File: config.mk
export PLATFORM = sky130hd
export DESIGN_NAME = single_sum_arbiter
export DESIGN_NICKNAME = d
export VERILOG_FILES = /design/src/rtl/single_sum_arbiter.sv
export SDC_FILE = /design/constraint.sdc
export NUM_CORES = 1
export LEC_CHECK = 0
export CAP_MARGIN = 20
export CORE_AREA = 2 2 656 658
export CTS_BUF_LIST = sky130_fd_sc_hd__clkbuf_8 sky130_fd_sc_hd__clkbuf_16
export CTS_CLUSTER_SIZE = 24
export DETAILED_ROUTE_END_ITERATION = 8
export DIE_AREA = 0 0 658 660
export SLEW_MARGIN = 5
export SYNTH_ARGS = -nofsm -noshare
export SYNTH_HDL_FRONTEND = slang
export SYNTH_SLANG_ARGS = --single-unit
File: constraint.sdc
create_clock -name clk -period 19.32 [get_ports clk]
set_clock_uncertainty 0.1 [all_clocks]
set_input_delay 2.898 -clock clk [delete_from_list [all_inputs] [get_ports clk]]
set_output_delay 2.898 -clock clk [all_outputs]
set_load 0.02 [all_outputs]
File: src/rtl/single_sum_arbiter.sv
// single_sum_arbiter: round-robin sharing of one single_sum_v reduction tree
// among N_REQ requesters, with ID tagging and a credit-protected result FIFO.
module single_sum_arbiter #(
    parameter int N_REQ      = 4,
    parameter int WIDTH      = 10,
    parameter int LATENCY    = $clog2(WIDTH),
    parameter int FIFO_DEPTH = 8
) (
    input  logic                              clk,
    input  logic                              rst,
    input  logic [N_REQ-1:0]                  req_valid,
    output logic [N_REQ-1:0]                  req_ready,
    input  logic [N_REQ-1:0][WIDTH-1:0][31:0] req_vector,
    output logic                              sum_in_valid,
    output logic [WIDTH-1:0][31:0]            sum_vector,
    input  logic                              sum_out_valid,
    input  logic [31:0]                       sum_c,
    output logic                              res_valid,
    input  logic                              res_ready,
    output logic [$clog2(N_REQ)-1:0]          res_id,
    output logic [31:0]                       res_sum,
    output logic [$clog2(FIFO_DEPTH+1)-1:0]   outstanding,
    output logic                              tag_err
);
    localparam int IDW = $clog2(N_REQ);
    localparam int CW  = $clog2(FIFO_DEPTH+1);
    localparam int PW  = (FIFO_DEPTH > 1) ? $clog2(FIFO_DEPTH) : 1;
    localparam int SW  = $clog2(LATENCY+2);

    logic [IDW-1:0]  rr_ptr;
    logic [IDW-1:0]  grant_id;
    logic [IDW-1:0]  cand_id;
    logic            grant_found;
    logic            credit_ok;
    logic            handshake;

    logic [LATENCY:0] tag_vld;
    logic [IDW-1:0]   tag_id [0:LATENCY];
    logic             tail_vld;
    logic [IDW-1:0]   tail_id;
    logic [SW-1:0]    settle_cnt;

    logic [IDW+31:0]  fifo_mem [0:FIFO_DEPTH-1];
    logic [PW-1:0]    wr_ptr;
    logic [PW-1:0]    rd_ptr;
    logic [CW-1:0]    fifo_cnt;
    logic             fifo_wr;
    logic             fifo_pop;

    function automatic logic [PW-1:0] ptr_next(input logic [PW-1:0] p);
        return (p == PW'(FIFO_DEPTH-1)) ? '0 : p + PW'(1);
    endfunction

    // Arbitration: first valid requester after the last grant, gated by credits
    always_comb begin
        grant_found = 1'b0;
        grant_id    = '0;
        cand_id     = '0;
        for (int k = 1; k <= N_REQ; k++) begin
            cand_id = IDW'((int'(rr_ptr) + k) % N_REQ);
            if (!grant_found && req_valid[cand_id]) begin
                grant_found = 1'b1;
                grant_id    = cand_id;
            end
        end
    end

    assign credit_ok = (outstanding < CW'(FIFO_DEPTH));

    always_comb begin
        req_ready = '0;
        if (grant_found && credit_ok && !rst)
            req_ready[grant_id] = 1'b1;
    end

    assign handshake = |(req_valid & req_ready);

    // Issue stage: register the granted vector and open its tag
    always_ff @(posedge clk or posedge rst) begin
        if (rst) begin
            rr_ptr       <= IDW'(N_REQ-1);
            sum_in_valid <= 1'b0;
            sum_vector   <= '0;
            tag_vld      <= '0;
        end else begin
            sum_in_valid <= handshake;
            tag_vld[0]   <= handshake;
            for (int s = 1; s <= LATENCY; s++)
                tag_vld[s] <= tag_vld[s-1];
            if (handshake) begin
                rr_ptr     <= grant_id;
                sum_vector <= req_vector[grant_id];
            end
        end
    end

    always_ff @(posedge clk) begin
        tag_id[0] <= grant_id;
        for (int s = 1; s <= LATENCY; s++)
            tag_id[s] <= tag_id[s-1];
    end

    assign tail_vld = tag_vld[LATENCY];
    assign tail_id  = tag_id[LATENCY];

    // Tree output stage: the tail tag must line up with the tree's valid.
    // Stale tree outputs right after reset are not counted as mismatches.
    always_ff @(posedge clk or posedge rst) begin
        if (rst) begin
            settle_cnt <= SW'(LATENCY+1);
            tag_err    <= 1'b0;
        end else if (settle_cnt != '0) begin
            settle_cnt <= settle_cnt - SW'(1);
        end else if (sum_out_valid != tail_vld) begin
            tag_err <= 1'b1;
        end
    end

    // Result FIFO stage: show-ahead, writes follow the tail tag only
    assign fifo_wr   = tail_vld;
    assign res_valid = (fifo_cnt != '0);
    assign fifo_pop  = res_valid & res_ready;
    assign {res_id, res_sum} = res_valid ? fifo_mem[rd_ptr] : '0;

    always_ff @(posedge clk) begin
        if (fifo_wr)
            fifo_mem[wr_ptr] <= {tail_id, sum_c};
    end

    always_ff @(posedge clk or posedge rst) begin
        if (rst) begin
            wr_ptr      <= '0;
            rd_ptr      <= '0;
            fifo_cnt    <= '0;
            outstanding <= '0;
        end else begin
            if (fifo_wr)
                wr_ptr <= ptr_next(wr_ptr);
            if (fifo_pop)
                rd_ptr <= ptr_next(rd_ptr);
            case ({fifo_wr, fifo_pop})
                2'b10:   fifo_cnt <= fifo_cnt + CW'(1);
                2'b01:   fifo_cnt <= fifo_cnt - CW'(1);
                default: ;
            endcase
            case ({handshake, fifo_pop})
                2'b10:   outstanding <= outstanding + CW'(1);
                2'b01:   outstanding <= outstanding - CW'(1);
                default: ;
            endcase
        end
    end

endmodule

Word-level counts from Yosys, hierarchy flattened --
Memory sizes are Yosys's and may differ from the RTL's. Cells that the tools add are included.
Storage, ports and cells: memories kept 2, memory bits (writable) 282, output and inout port bits 365, bits in latches 0, memory bits (read-only) 0, logic and storage cells 93, bits of input ports 1320, register bits after elaboration 346
Operators by class: bitwise gates (word level) 3, reduce and logical (&&, ||, !) cells 16, multiplexer cells 28, $add $sub $neg 11, multipliers 0, equality and inequality tests 7, order comparisons 7, div/mod/pow operators 0, shift operators 0
Memories:
- fifo_mem | words 8, width 34, rd ports 1, clocked after memory_dff 0, wr ports 1, RTL line 43 | logic [IDW+31:0] fifo_mem [0:FIFO_DEPTH-1];
- tag_id | words 5, width 2, rd ports 5, clocked after memory_dff 0, wr ports 5, RTL line 38 | logic [IDW-1:0] tag_id [0:LATENCY];
Operators with widths (number):
- 320-bit binary-select mux with 2-bit select | 1
- 320-bit two-way mux | 1
- 34-bit two-way mux | 1
- 4-bit case mux with 2 select lines | 2
- 2-bit by 3-bit < comparator with 1-bit output (second input constant) | 5
- 1-bit two-way mux | 11
- 4-bit by 1-bit adder with 4-bit output (second input constant) | 2
- 1-bit binary-select mux with 2-bit select | 4
- 2-bit two-way mux | 4
- 4-bit by 1-bit subtractor with 4-bit output (second input constant) | 2
- 3-bit by 1-bit adder with 3-bit output (second input constant) | 2
- 3-bit equality test (second input constant) | 2
- 1-bit logical AND | 6
- 3-bit two-way mux | 2
- 2-bit by 1-bit adder with 2-bit output (second input constant) | 2
- 2-bit adder (second input constant) | 2
- 4-bit bitwise AND | 1
- 2-bit by 1-bit equality test with 1-bit output (second input constant) | 2
- 2-bit equality test (second input constant) | 2
- 1-bit zero test | 4
- 4-bit < comparator (second input constant) | 1
- 4-bit two-way mux | 1
- 2-bit nonzero test | 2
- 4-bit nonzero test | 1
- 9 further kinds | 9

Longest topological paths before layout --
depth in word-level cells 22, depth in mapped cells 11, depth with buffers taken out 11

Worst setup path before layout --
No wires, ideal clock.
path kind input-to-output, start point in req_valid[1], end point out req_ready[0], data arrival time 4.063 ns, stages on the path 5, data required time 16.322 ns, path buffers 2, setup slack 12.259 ns, cell sequence nor2_1 > a211o_1 > buf_2 > clkbuf_1 > nor3_1
On the way: longest elaborated chain between the ends 17
Ends and longest elaborated chain:
- start: declaration | RTL line 11 | input logic [N_REQ-1:0] req_valid,
- 1-bit binary-select mux with 2-bit select | RTL line 61 | if (!grant_found && req_valid[cand_id]) begin
- 1-bit two-way mux (not written as such) | RTL line 61
- 1-bit two-way mux | RTL line 61
- 1-bit zero test | RTL line 61
- 1-bit logical AND | RTL line 61
- 1-bit two-way mux | RTL line 61
- 1-bit zero test | RTL line 61
- 1-bit logical AND | RTL line 61
- 1-bit two-way mux | RTL line 61
- 1-bit zero test | RTL line 61
- 1-bit logical AND | RTL line 61
- 2-bit two-way mux | RTL line 61
- 2-bit by 3-bit < comparator with 1-bit output (not written as such) or 2-bit by 1-bit >= comparator with 1-bit output (tied branches) | RTL line 73 | req_ready[grant_id] = 1'b1;
- 1-bit logical AND (not written as such) | RTL line 73
- 1-bit two-way mux (not written as such) | RTL line 73
- 1-bit demux with 2-bit select | RTL line 73
- 4-bit two-way mux (*) | RTL line 72 | if (grant_found && credit_ok && !rst)
- end: declaration | RTL line 12 | output logic [N_REQ-1:0] req_ready,
Every way passes the cells marked *; elsewhere a longest branch is shown, timed or not. The select of a mux whose other input is x is not followed.

Worst setup path in the final report --
start point in req_valid[2], end point out req_ready[1]
The elaborated chain is that of the path after synthesis.

==> results.yml <==
logic_synthesis:
  yosysSeqAreaShare_pct: 54.7
  synth_seq_cells: 627
  synth_top_family_by_area: "multiplexers"
  synthSimpleGateAreaFrac_pct: 4.87
  syn_nets: 3681
  synth.avg_cell_area_um2: 13.3
  synth.distinct_cells: 37
  synthAdderAreaFrac_pct: 0.611
  synth-xor-area-share_pct: 0.281
  synthesis.area_mm2: 0.0311
  synth_mux_area_share_pct: 26.9
  syn_inst: 2347
  ys_warn_count: 0
  synth_compound_area_share_pct: 9.39
status:
  status: "finished clean"
critical_path:
  max_stage_delay_ns: 0.77
  crit_family: "buffers and inverters"
  crit_fanout: 66
  critical_path.endpoint_type: "output port"
  worst-path-buf-inv: 3
  cp_data_required_time_ns: 16.32
  critPathLaunchType: "primary input"
  cp.depth: 6
  crit_type: "primary input to output port"
  critPathSlowestCell: "buf_4"
  critPathMostFrequentCell: "clkdlybuf4s50_1"
  arrival_ns: 6.01
  worstRegToRegCells: 8
  worstPathCellList: "clkdlybuf4s50_1 -> nor2_1 -> a211o_4 -> buf_4 -> nor3_1 -> clkdlybuf4s50_1"
power:
  cell_internal_pwr_w: 0.00454
  seqPwrFrac_pct: 25.2
  switching_power_w: 0.00395
  vdd_ir_drop_max_v: 0.0000845
  power_w: 0.00849
  p_clk_share_pct: 21.2
  sw_frac_of_total_pct: 46.5
  leakagePower_nw: 21.2
  p_per_area_mw_per_mm2: 146
  combPwrFrac_pct: 53.6
die:
  die_y_um: 660
  die_w_um: 658
  dieArea_mm2: 0.434
  top_level_ports: 1685
  rows: 240
  initial_core_util_pct: 7.29
  core_area_mm2: 0.427
global_routing:
  groute.usage.overall_pct: 18.6
  antenna_found_initial: 463
  grt_pass1_wl_um: 486000
  grt_start_max_net_pins: 135
  grt-ovfl-total: 0
  grt_pass1_vias: 29900
worst_hold_path:
  worstHoldPathCells: 0
  hp-class: "register to register"
layout:
  drive_above_1_share_pct: 7.11
  final_common_cell: "clkdlybuf4s50_1"
  multiInputGateArea_mm2: 0.0132
  fill_cells: 48000
  finalNetCount: 5303
  ff_latch_area_mm2: 0.0170
  final_cell_mix: "clkdlybuf4s50_1 (1,683), mux2i_1 (677), dfrtp_1 (338), nand2_1 (329), o221ai_1 (320)"
  areaGrowthSynthToFinish_pct: 86.7
drt:
  drt-total-wl_um: 419000
  drc: 0
  first_iter_violations: 2987
  dr.pass1.iters: 5
  ant_nets: 0
  routed_via_density: 3.24
  drt-wirelength-per-cell_um: 42.5
  vias: 32000
cts:
  cts_tree: "done"
  post_cts_resized: 0
  htree_num_levels: 3
  cts_hold_buf: 0
  clk_path_buf_depth: 4
  cts_setup_buffers: 0
  cts_buffers: 90
  path_clk_slew_ns: 0.06
  clock-sinks: 627
  clk_latency_ns: 0.84
  cts_root_buf: "clkbuf_16"
timing:
  timing_max_transition_violations_final: 0
  post-route-period-util_pct: 46.7
  grt_setup_unrepaired: "false"
  fmax_mhz: 111
  hold_violations: 0
  finalSetupTns_ns: 0
  slew_headroom_pct: 25.8
  finalCriticalPeriod_ns: 9.01
  worst_pin_slew_ns: 1.08
  setup_viol: 0
job:
  max-cap-violations: 0
placement:
  io_buffers: 1684
  dp_hpwl_um: 373000
  gp_congestion: 1.26
## power groups by stage
stage	Sequential, W	Clock (W)	Combinational [W]
final	0.00214	0.00180	0.00455
after global placement	0.00215	0	0.00461
after CTS	0.00214	0.00186	0.00463
after floorplan	0.00242	0	0.00160
after detailed placement	0.00215	0	0.00461
after global routing	0.00218	0.00190	0.00481
## final cells by class
class | count | area share [%]
Antenna cell | 140 | 0.603
Clock inverter | 62 | 1.18
Timing Repair Buffer | 1731 | 29.8
Inverter | 15 | 0.114
Clock buffer | 99 | 4.09
Multi-Input combinational cell | 1504 | 22.7
Sequential cell | 627 | 29.3
Tap cell | 5687 | 12.3
## per-stage QoR
| stage | instance area (um2) | setup WS [ns] | hold WS (ns) | util (%) | instances |
|---|---|---|---|---|---|
| final | 58100 | 10.31 | 0.221 | 13.6 | 9865 |
| after global placement | 54600 | 10.39 | 0.211 | 12.8 | 9562 |
| after detailed placement | 54600 | 10.38 | 0.212 | 12.8 | 9562 |
| after CTS | 57700 | 10.36 | 0.219 | 13.5 | 9723 |
| after global routing | 58000 | 10.25 | 0.222 | 13.6 | 9831 |
| after floorplan | 31100 | 6.76 | 0.210 | - | 2347 |
## routing by layer
layer,wire (um),GRT usage (%),vias to the layer above
met3,74000,14.6,975
met4,19300,6.52,212
li1,-,-,12600
met2,179000,28.2,2409
met5,1450,0,-
met1,145000,19.3,15800
## cell usage after synthesis
| library cell | instances | area share (%) |
|---|---|---|
| mux2i_1 | 677 | 22 |
| dfrtp_1 | 341 | 27 |
| nand2_1 | 329 | 4.0 |
| o221ai_1 | 320 | 9.0 |
| edfxtp_1 | 272 | 26 |
| buf_2 | 90 | 1.4 |
| clkbuf_1 | 82 | 0.99 |
| mux4_2 | 68 | 4.9 |
| nor2_1 | 47 | 0.57 |
| buf_4 | 22 | 0.53 |
| inv_1 | 13 | 0.16 |
| ha_1 | 12 | 0.48 |
| dfxtp_1 | 10 | 0.64 |
| nand2b_1 | 6 | 0.12 |
| nor3_1 | 6 | 0.097 |
| a21o_1 | 5 | 0.12 |
| mux2_2 | 5 | 0.18 |
| xnor2_1 | 5 | 0.14 |
| xor2_1 | 5 | 0.14 |
| a21oi_1 | 4 | 0.064 |
| buf_1 | 4 | 0.048 |
| dfstp_2 | 4 | 0.34 |
| buf_6 | 3 | 0.11 |
| o21ai_0 | 3 | 0.048 |
| fa_1 | 2 | 0.13 |
| a211o_1 | 1 | 0.028 |
| a21boi_1 | 1 | 0.024 |
| a31oi_1 | 1 | 0.020 |
| inv_2 | 1 | 0.012 |
| inv_4 | 1 | 0.020 |
| nand2_2 | 1 | 0.020 |
| nand2_4 | 1 | 0.036 |
| nor2b_1 | 1 | 0.020 |
| nor4_2 | 1 | 0.040 |
| o21a_2 | 1 | 0.028 |
| o21ai_1 | 1 | 0.016 |
| o22a_1 | 1 | 0.028 |
## worst register-to-register path: cells and delay by family (launching register included)
kind                   cells  cell delay (ns)
flip-flops                 1             0.62
buffers and inverters      4             3.22
multiplexers               1             0.38
AO/OA/AOI/OAI              3             0.46
## kinds of logic after synthesis
| group | Yosys count |
|---|---|
| mux | 750 |
| flops | 627 |
| simple gates | 392 |
| compound gates | 338 |
| buf+inv | 216 |
| fa+ha+maj | 14 |
| xor+xnor | 10 |
## worst paths after layout
check	endpoint	slack, ns	startpoint
max in group asynchronous	sum_vector[217]	14.29	rst
min in group asynchronous	sum_vector[81]	2.79	rst
worst max-delay path	req_ready[1]	10.31	req_valid[2]
worst min register to register	tag_id[0][9]	0.22	tag_id[0][7]
worst min-delay path	tag_id[0][9]	0.22	tag_id[0][7]
worst max register to register	sum_vector[98]	14.39	rr_ptr[1]
## flip-flops by register name (all words and copies together) (netlist names)
signal / cells
tag_vld: 5
tag_err: 1
fifo_cnt: 4
rd_ptr: 3
wr_ptr: 3
fifo_mem: 272
tag_id: 10
sum_vector: 320
outstanding: 4
settle_cnt: 3
rr_ptr: 2
(Power assumes the default switching activity.)
